<file path="config.mk">
export PLATFORM = sky130hd
export DESIGN_NAME = coincidence_stimulus_gen
export DESIGN_NICKNAME = d
export VERILOG_FILES = /design/src/rtl/stim_pkg.sv /design/src/rtl/coincidence_stimulus_gen_lfsr16.sv /design/src/rtl/coincidence_stimulus_gen.sv
export SDC_FILE = /design/constraint.sdc
export NUM_CORES = 1
export LEC_CHECK = 0
export BUFFER_PORTS_ARGS = -buffer_cell sky130_fd_sc_hd__buf_4
export CORE_UTILIZATION = 51
export CTS_CLUSTER_SIZE = 8
export DETAILED_ROUTE_END_ITERATION = 7
export GPL_TIMING_DRIVEN = 1
export PLACE_DENSITY_LB_ADDON = 0.15
export SYNTH_ARGS = -nofsm -noshare
export SYNTH_HDL_FRONTEND = slang
export SYNTH_SLANG_ARGS = --single-unit
</file>
<file path="constraint.sdc">
create_clock -name clk -period 2.1 [get_ports clk]
set_input_delay 0.21 -clock clk [delete_from_list [all_inputs] [get_ports clk]]
set_output_delay 0.21 -clock clk [all_outputs]
set_load 0.02 [all_outputs]
</file>
<file path="src/rtl/stim_pkg.sv">
// Shared types and constants for the synthetic coincidence/stop event generator.
`timescale 1ns/1ps
package stim_pkg;
  localparam int          DELAY_W   = 16;
  localparam logic [15:0] LFSR_TAPS = 16'hB400;

  typedef enum logic [2:0] {
    S_IDLE, S_ARM, S_START, S_WAIT, S_STOP, S_HOLDOFF
  } state_t;

  // A nonzero delay shorter than the pulse would overlap start and stop pulses.
  function automatic logic [DELAY_W-1:0] eff_delay(input logic [DELAY_W-1:0] raw,
                                                    input logic [DELAY_W-1:0] min_d);
    if (raw == '0)       return '0;
    else if (raw < min_d) return min_d;
    else                  return raw;
  endfunction
endpackage

</file>
<file path="src/rtl/coincidence_stimulus_gen_lfsr16.sv">
// Free-running 16-bit Galois LFSR (right-shifting) used as the random delay source.
`timescale 1ns/1ps
module lfsr16
  import stim_pkg::*;
#(
  parameter logic [15:0] SEED = 16'hACE1
) (
  input  logic        clk,
  input  logic        rst_n,
  output logic [15:0] o_state
);
  logic [15:0] r_lfsr;

  always_ff @(posedge clk or negedge rst_n) begin
    if (!rst_n) r_lfsr <= SEED;
    else        r_lfsr <= {1'b0, r_lfsr[15:1]} ^ (r_lfsr[0] ? LFSR_TAPS : 16'h0000);
  end

  assign o_state = r_lfsr;
endmodule

</file>
<file path="src/rtl/coincidence_stimulus_gen.sv">
// Synthetic muon-event source: start pulse, programmed/random delay, stop pulse, holdoff.
`timescale 1ns/1ps
module coincidence_stimulus_gen
  import stim_pkg::*;
#(
  parameter int          PULSE_CYCLES   = 4,
  parameter int          HOLDOFF_CYCLES = 64,
  parameter logic [15:0] LFSR_SEED      = 16'hACE1
) (
  input  logic               clk,
  input  logic               rst_n,
  input  logic               enable,
  input  logic               trigger,
  input  logic               mode,
  input  logic [DELAY_W-1:0] fixed_delay,
  input  logic [DELAY_W-1:0] delay_mask,
  output logic               coincidence,
  output logic               stop_out,
  output logic               busy,
  output logic [DELAY_W-1:0] last_delay,
  output logic [15:0]        event_count
);
  localparam int PH_MAX = (HOLDOFF_CYCLES > PULSE_CYCLES) ? HOLDOFF_CYCLES : PULSE_CYCLES;
  localparam int PH_W   = $clog2(PH_MAX + 1);
  localparam logic [PH_W-1:0]    PH_PULSE = PH_W'(PULSE_CYCLES - 1);
  localparam logic [PH_W-1:0]    PH_HOLD  = PH_W'(HOLDOFF_CYCLES - 1);
  localparam logic [DELAY_W-1:0] P_D      = DELAY_W'(PULSE_CYCLES);

  state_t             r_state;
  logic [PH_W-1:0]    r_phase;
  logic [DELAY_W-1:0] r_elapsed;
  logic               r_coinc;
  logic               r_stop;
  logic [DELAY_W-1:0] r_last_delay;
  logic [15:0]        r_count;

  logic [15:0]        w_lfsr;
  logic               w_accept;
  logic [DELAY_W-1:0] w_raw;
  logic [DELAY_W-1:0] w_deff;

  lfsr16 #(.SEED(LFSR_SEED)) u_lfsr (
    .clk     (clk),
    .rst_n   (rst_n),
    .o_state (w_lfsr)
  );

  assign w_accept = (r_state == S_IDLE) && (enable || trigger);
  assign w_raw    = mode ? (w_lfsr & delay_mask) : fixed_delay;
  assign w_deff   = eff_delay(w_raw, P_D);

  // r_last_delay doubles as the in-flight D_eff, so inputs are only sampled at accept.
  always_ff @(posedge clk or negedge rst_n) begin
    if (!rst_n) begin
      r_state      <= S_IDLE;
      r_phase      <= '0;
      r_elapsed    <= '0;
      r_coinc      <= 1'b0;
      r_stop       <= 1'b0;
      r_last_delay <= '0;
      r_count      <= '0;
    end else begin
      case (r_state)
        S_IDLE: begin
          if (w_accept) begin
            r_last_delay <= w_deff;
            r_count      <= r_count + 16'd1;
            r_state      <= S_ARM;
          end
        end
        S_ARM: begin
          r_coinc <= 1'b1;
          r_phase <= PH_PULSE;
          r_state <= S_START;
        end
        S_START: begin
          if (r_phase == '0) begin
            r_coinc <= 1'b0;
            if (r_last_delay == '0) begin
              r_phase <= PH_HOLD;
              r_state <= S_HOLDOFF;
            end else if (r_last_delay == P_D) begin
              // Stop must rise on the very edge the start pulse ends.
              r_stop  <= 1'b1;
              r_phase <= PH_PULSE;
              r_state <= S_STOP;
            end else begin
              r_elapsed <= r_last_delay - P_D - DELAY_W'(1);
              r_state   <= S_WAIT;
            end
          end else begin
            r_phase <= r_phase - PH_W'(1);
          end
        end
        S_WAIT: begin
          if (r_elapsed == '0) begin
            r_stop  <= 1'b1;
            r_phase <= PH_PULSE;
            r_state <= S_STOP;
          end else begin
            r_elapsed <= r_elapsed - DELAY_W'(1);
          end
        end
        S_STOP: begin
          if (r_phase == '0) begin
            r_stop  <= 1'b0;
            r_phase <= PH_HOLD;
            r_state <= S_HOLDOFF;
          end else begin
            r_phase <= r_phase - PH_W'(1);
          end
        end
        S_HOLDOFF: begin
          if (r_phase == '0) r_state <= S_IDLE;
          else               r_phase <= r_phase - PH_W'(1);
        end
        default: r_state <= S_IDLE;
      endcase
    end
  end

  assign coincidence = r_coinc;
  assign stop_out    = r_stop;
  assign busy        = (r_state != S_IDLE);
  assign last_delay  = r_last_delay;
  assign event_count = r_count;
endmodule

</file>
# After elaboration in Yosys (flattened, before gate mapping)
# Index checks and enable logic that the tools add are counted.
# word_totals
regBits	76
input_bits	37
output_inout_bits	35
word_cells	82
# op_classes
add_sub_neg	5
n_lt_le_gt_ge	1
n_eq_ne	17
mux	31
n_bitwise	2
n_reduce_logical	18
# op_table
op	count
two-way mux 16 bit	8
zero test 16 bit	3
two-way mux 7 bit	6
case mux 7 bit (5 select lines)	1
case mux 16 bit (2 select lines)	1
subtractor 16 x 1 -> 16 bit, second input constant	2
two-way mux 3 bit	7
inequality test 2 bit, second input constant	10
case mux 3 bit (6 select lines)	1
adder 16 x 1 -> 16 bit, second input constant	1
bitwise AND 16 bit	1
== test 16 x 3 -> 1 bit, second input constant	1
< comparator 16 x 3 -> 1 bit, second input constant	1
subtractor 16 x 3 -> 16 bit, second input constant	1
XOR 15 x 16 -> 16 bit	1
AND reduction 5 bit	2
zero test 7 bit	1
subtractor 7 x 1 -> 7 bit, second input constant	1
== test 3 x 2 -> 1 bit, second input constant	2
== test 3 bit, second input constant	2
AND reduction 6 bit	1
nonzero test 3 bit	2
two-way mux 1 bit	5
nonzero test 5 bit	1
other kinds (10)	12

# Longest topological paths before layout
# depth
ltp_word	6
ltp_mapped	9
mapped_depth_nobuf	8

# Cells and area by module
# Synthesis repeated with hierarchy kept, for this count alone.
# hier_totals
cells_unflattened	458
area_unflattened_um2	4176.5
# by_module_without_submodules
mod	n_inst	cells_each	area_each_um2	seq_area_each_um2
coincidence_stimulus_gen	1	439	3739.8	1501.4
lfsr16	1	19	436.7	410.4

# Least setup slack after synthesis
# Ideal clock, no wire load.
# synth_timing
path_type	register -> register
start	register r_last_delay[8], in the netlist last_delay[8]
end	register r_phase[5]
arrival_ps	2282
t_required_ps	1953
slack_ps	-329
path_stages_with_launch	8
period_less_slack_ps	2429
path_cell_list	dfrtp_1 > or4_4 > nor4_4 > and4b_2 > buf_6 > o21ai_2 > a2111oi_4 > o221ai_1
# synth_between
elab_chain_cells	4
word_cells_on_any_way	7
cone_classes	eq/ne: 2; mux: 3; reduce/logical: 2
# synth_lines
item	line	rtl
start: declaration	coincidence_stimulus_gen.sv:34	logic [DELAY_W-1:0] r_last_delay;
start signal: assignment	coincidence_stimulus_gen.sv:66	r_last_delay <= w_deff;
zero test 16 bit	coincidence_stimulus_gen.sv:79	if (r_last_delay == '0) begin
two-way mux 7 bit	coincidence_stimulus_gen.sv:79	
two-way mux 7 bit	coincidence_stimulus_gen.sv:77	if (r_phase == '0) begin
case mux 7 bit (5 select lines)	coincidence_stimulus_gen.sv:63	case (r_state)
end signal: assignment	coincidence_stimulus_gen.sv:92	r_phase <= r_phase - PH_W'(1);
end signal: assignment	coincidence_stimulus_gen.sv:110	r_phase <= r_phase - PH_W'(1);
end signal: assignment	coincidence_stimulus_gen.sv:115	else r_phase <= r_phase - PH_W'(1);
end: declaration	coincidence_stimulus_gen.sv:30	logic [PH_W-1:0] r_phase;
# Parallel ways exist; a longest one is shown, timed or not.
# A chain may end at the register's enable or synchronous reset.

# Worst setup path after layout
# layout_timing
start	register r_last_delay[9], in the netlist last_delay[9]
end	register r_phase[0]
# Same word-level chain as after synthesis.

==> reports/metrics.yaml <==
outcome:
  status: "complete, but fails checks"
  failed_checks: "negative setup slack"
die:
  chipHeight_microns: 92.4
  ioPinCount: 72
  coreArea_sq_mm: 0.00781
  num_rows: 32
  start_util_pct: 53.4
  die_w_microns: 92.4
  dieArea_sq_mm: 0.00855
route:
  drt_iter0_markers: 108
  vias_per_cell: 5.60
  drc: 0
  dr_total_vias: 3871
  wl_mm: 10.9
  dr.pass1.iters: 4
  antenna_left: 0
  routedWlPerCell_microns: 15.8
global_routing:
  grt_remaining_overflow: 0
  grt_max_degree: 42
  grt_pass1_wl_mm: 18.2
  grt_use_total_pct: 27.2
  antenna_found_initial: 0
  first_global_vias: 3848
yosys:
  ys_types: 62
  syn_inst: 451
  yosysMostFrequentCell: "dfrtp_1"
  synth_xor_xnor_area_share_pct: 6.51
  netlist.area_leader.share_pct: 40.8
  yosys.area_share.simple_pct: 20.4
  syn_nets: 495
  synth_top_family_by_area: "compound AO/OA/AOI/OAI gates"
  synth_fa_ha_area_share_pct: 2.10
  synth_mux_area_share_pct: 0.270
  synth.avg_cell_area_sq_um: 9.25
  synth-seq-cells: 76
  yosys_warnings: 0
  synthTopCellsByCount: "dfrtp_1 (68), nor2_1 (47), a21oi_1 (41)"
  synth_area_leaders: "dfrtp_1 (41%), dfstp_2 (5.0%), a21oi_1 (4.9%)"
  synth-main-ff-cell: "dfrtp_1"
  seq_area_frac_synth_pct: 45.8
  synth_compound_area_share_pct: 21.2
  yosys.area.top_type: "dfrtp_1"
  synth_edf_count: 0
  syn-cell-area_sq_mm: 0.00417
  async_flop_share_pct: 100
worst_setup_path:
  crit_fanout: 8
  end_kind: "flop"
  path_class: "reg -> reg"
  required_ns: 2.40
  startpoint_type: "flop"
  arrival_ns: 2.59
clock_network:
  cts_buffer_depth: 2
  cts-buffers-inserted: 9
  clk_pin_slew_ns: 0.08
  root_buffer: "clkbuf_8"
  cts_tree: "done"
  clock-sinks: 76
  clkLatencyLatePin_ns: 0.36
  cts_max_level: 3
timing:
  finalHoldViolations: 0
  layout_min_cycle_time_ns: 2.30
  setup_ws_ns: -0.199
  slew_viol_final: 0
  setup_viol: 24
  skew_ns: 0.00722
  grt_setup_unrepaired: "yes"
  max_freq_mhz: 435
  fin_crit_sh_pct: 109
  worst_pin_slew_ns: 0.567
  slew_headroom_pct: 61.9
  hold_ws_ns: 0.182
pwr:
  p_leak_nw: 2.63
  finalPower_mw: 3.07
  p_per_area_mw_per_mm2: 532
  ir_worst_vdd_uv: 430
finish:
  multiInputGateArea_sq_mm: 0.00235
  seq_area_sq_mm: 0.00192
  drive_gt1_share_pct: 38.0
  diodes: 0
  fin_cells: 691
  final_core_util_pct: 73.9
  fill_cells: 567
  nNetsFinal: 628
  areaGrowthSynthToFinish_pct: 38.3
placement:
  pre_cts_slack_ns: -0.179
  dp_cells: 669
  portBuffers: 71
  dp_hpwl_mm: 7.90
  gp_congestion: 0.843
hold_path:
  hold_path.class: "in -> reg"
job:
  max-cap-violations: 0
[power breakdown]
| part | switching [mW] | total, mW | internal (mW) | leakage, nW |
|---|---|---|---|---|
| combinational | 0.195 | 0.376 | 0.181 | 1.55 |
| clock | 0.595 | 1.19 | 0.594 | 0.108 |
| sequential | 0.0224 | 1.51 | 1.49 | 0.972 |
[registers in the layout, summed over array words and instances, names as in the netlist]
register	flops
last_delay	16
coincidence	1
u_lfsr.o_state	16
stop_out	1
r_elapsed	16
r_state	3
r_phase	7
event_count	16
[final timing paths]
| path | depth (start not counted) | start | endpoint | slack [ns] |
|---|---|---|---|---|
| worst max-delay path | 8 | last_delay[9]$_DFFE_PN0P_ | r_phase[0]$_DFFE_PN0P_ | -0.20 |
| worst min register to register | 0 | u_lfsr.o_state[6]$_DFF_PN1_ | u_lfsr.o_state[5]$_DFF_PN1_ | 0.38 |
| max in group asynchronous | 3 | rst_n | event_count[1]$_DFFE_PN0P_ | 1.17 |
| worst min-delay path | 3 | delay_mask[15] | last_delay[15]$_DFFE_PN0P_ | 0.18 |
| min in group asynchronous | 2 | rst_n | r_elapsed[6]$_DFFE_PN0P_ | 0.34 |
| worst max register to register | 8 | last_delay[9]$_DFFE_PN0P_ | r_phase[0]$_DFFE_PN0P_ | -0.20 |
[cell type report]
cell class              instances  share of cell area (%)
multi-input cells             340                    40.7
repair buffers                143                    19.4
clock inverters                 6                    1.21
flip-flops and latches         76                    33.2
clock buffers                  10                    2.39
well taps                     102                    2.21
inverters                      14                   0.911
[stage by stage]
step / setup TNS, ns / area, sq um
2_1_floorplan: -1.35 / 4200
3_3_place_gp: -1.45 / 5260
3_5_place_dp: -2.69 / 5260
4_1_cts: -2.28 / 5630
5_1_grt: -5.35 / 5770
6_report: -2.80 / 5770
[layout by cell type (no fill, tap or decap), types with 13 or more instances in the layout]
cell / instances
inv_1: 13
nor2_1: 40
nand2_1: 32
xnor2_1: 18
dfrtp_1: 65
nand3_1: 16
a21oi_1: 32
a31oi_1: 19
buf_4: 134
xor2_1: 13
nor2b_1: 21
[cells by family (layout without fill, tap and decap cells)]
family	count (synthesis)	count (layout)
xor+xnor	31	31
compound gates	134	134
simple gates	167	167
buf+inv	35	173
fa+ha+maj	7	7
mux	1	1
flops	76	76
[worst max-delay path: stages, from the launching register on]
cell	delay [ns]
dfrtp_2	0.40
or4_4	0.55
nor4_4	0.17
buf_4	0.15
nand4b_1	0.22
a31o_4	0.36
buf_4	0.15
o21ai_2	0.10
o211a_1	0.14
[routing by layer]
layer  wire, microns  global-route usage (%)  vias to the layer above
met3             458                    4.43                       19
met4             168                    10.2                        0
met1            5060                    36.9                     1846
met5               0                       0                        -
met2            5260                    43.9                      105
li1                -                       -                     1901
[timing repair]
action | CTS | global route
pin swaps | 16 | 8
resized for setup | 37 | 27
hold endpoints to repair | 27 | 0
setup endpoints to repair | 24 | 26
hold buffers | 1 | 0
setup buffers | 3 | 2
No activity file was read; power rests on OpenSTA's default activity.
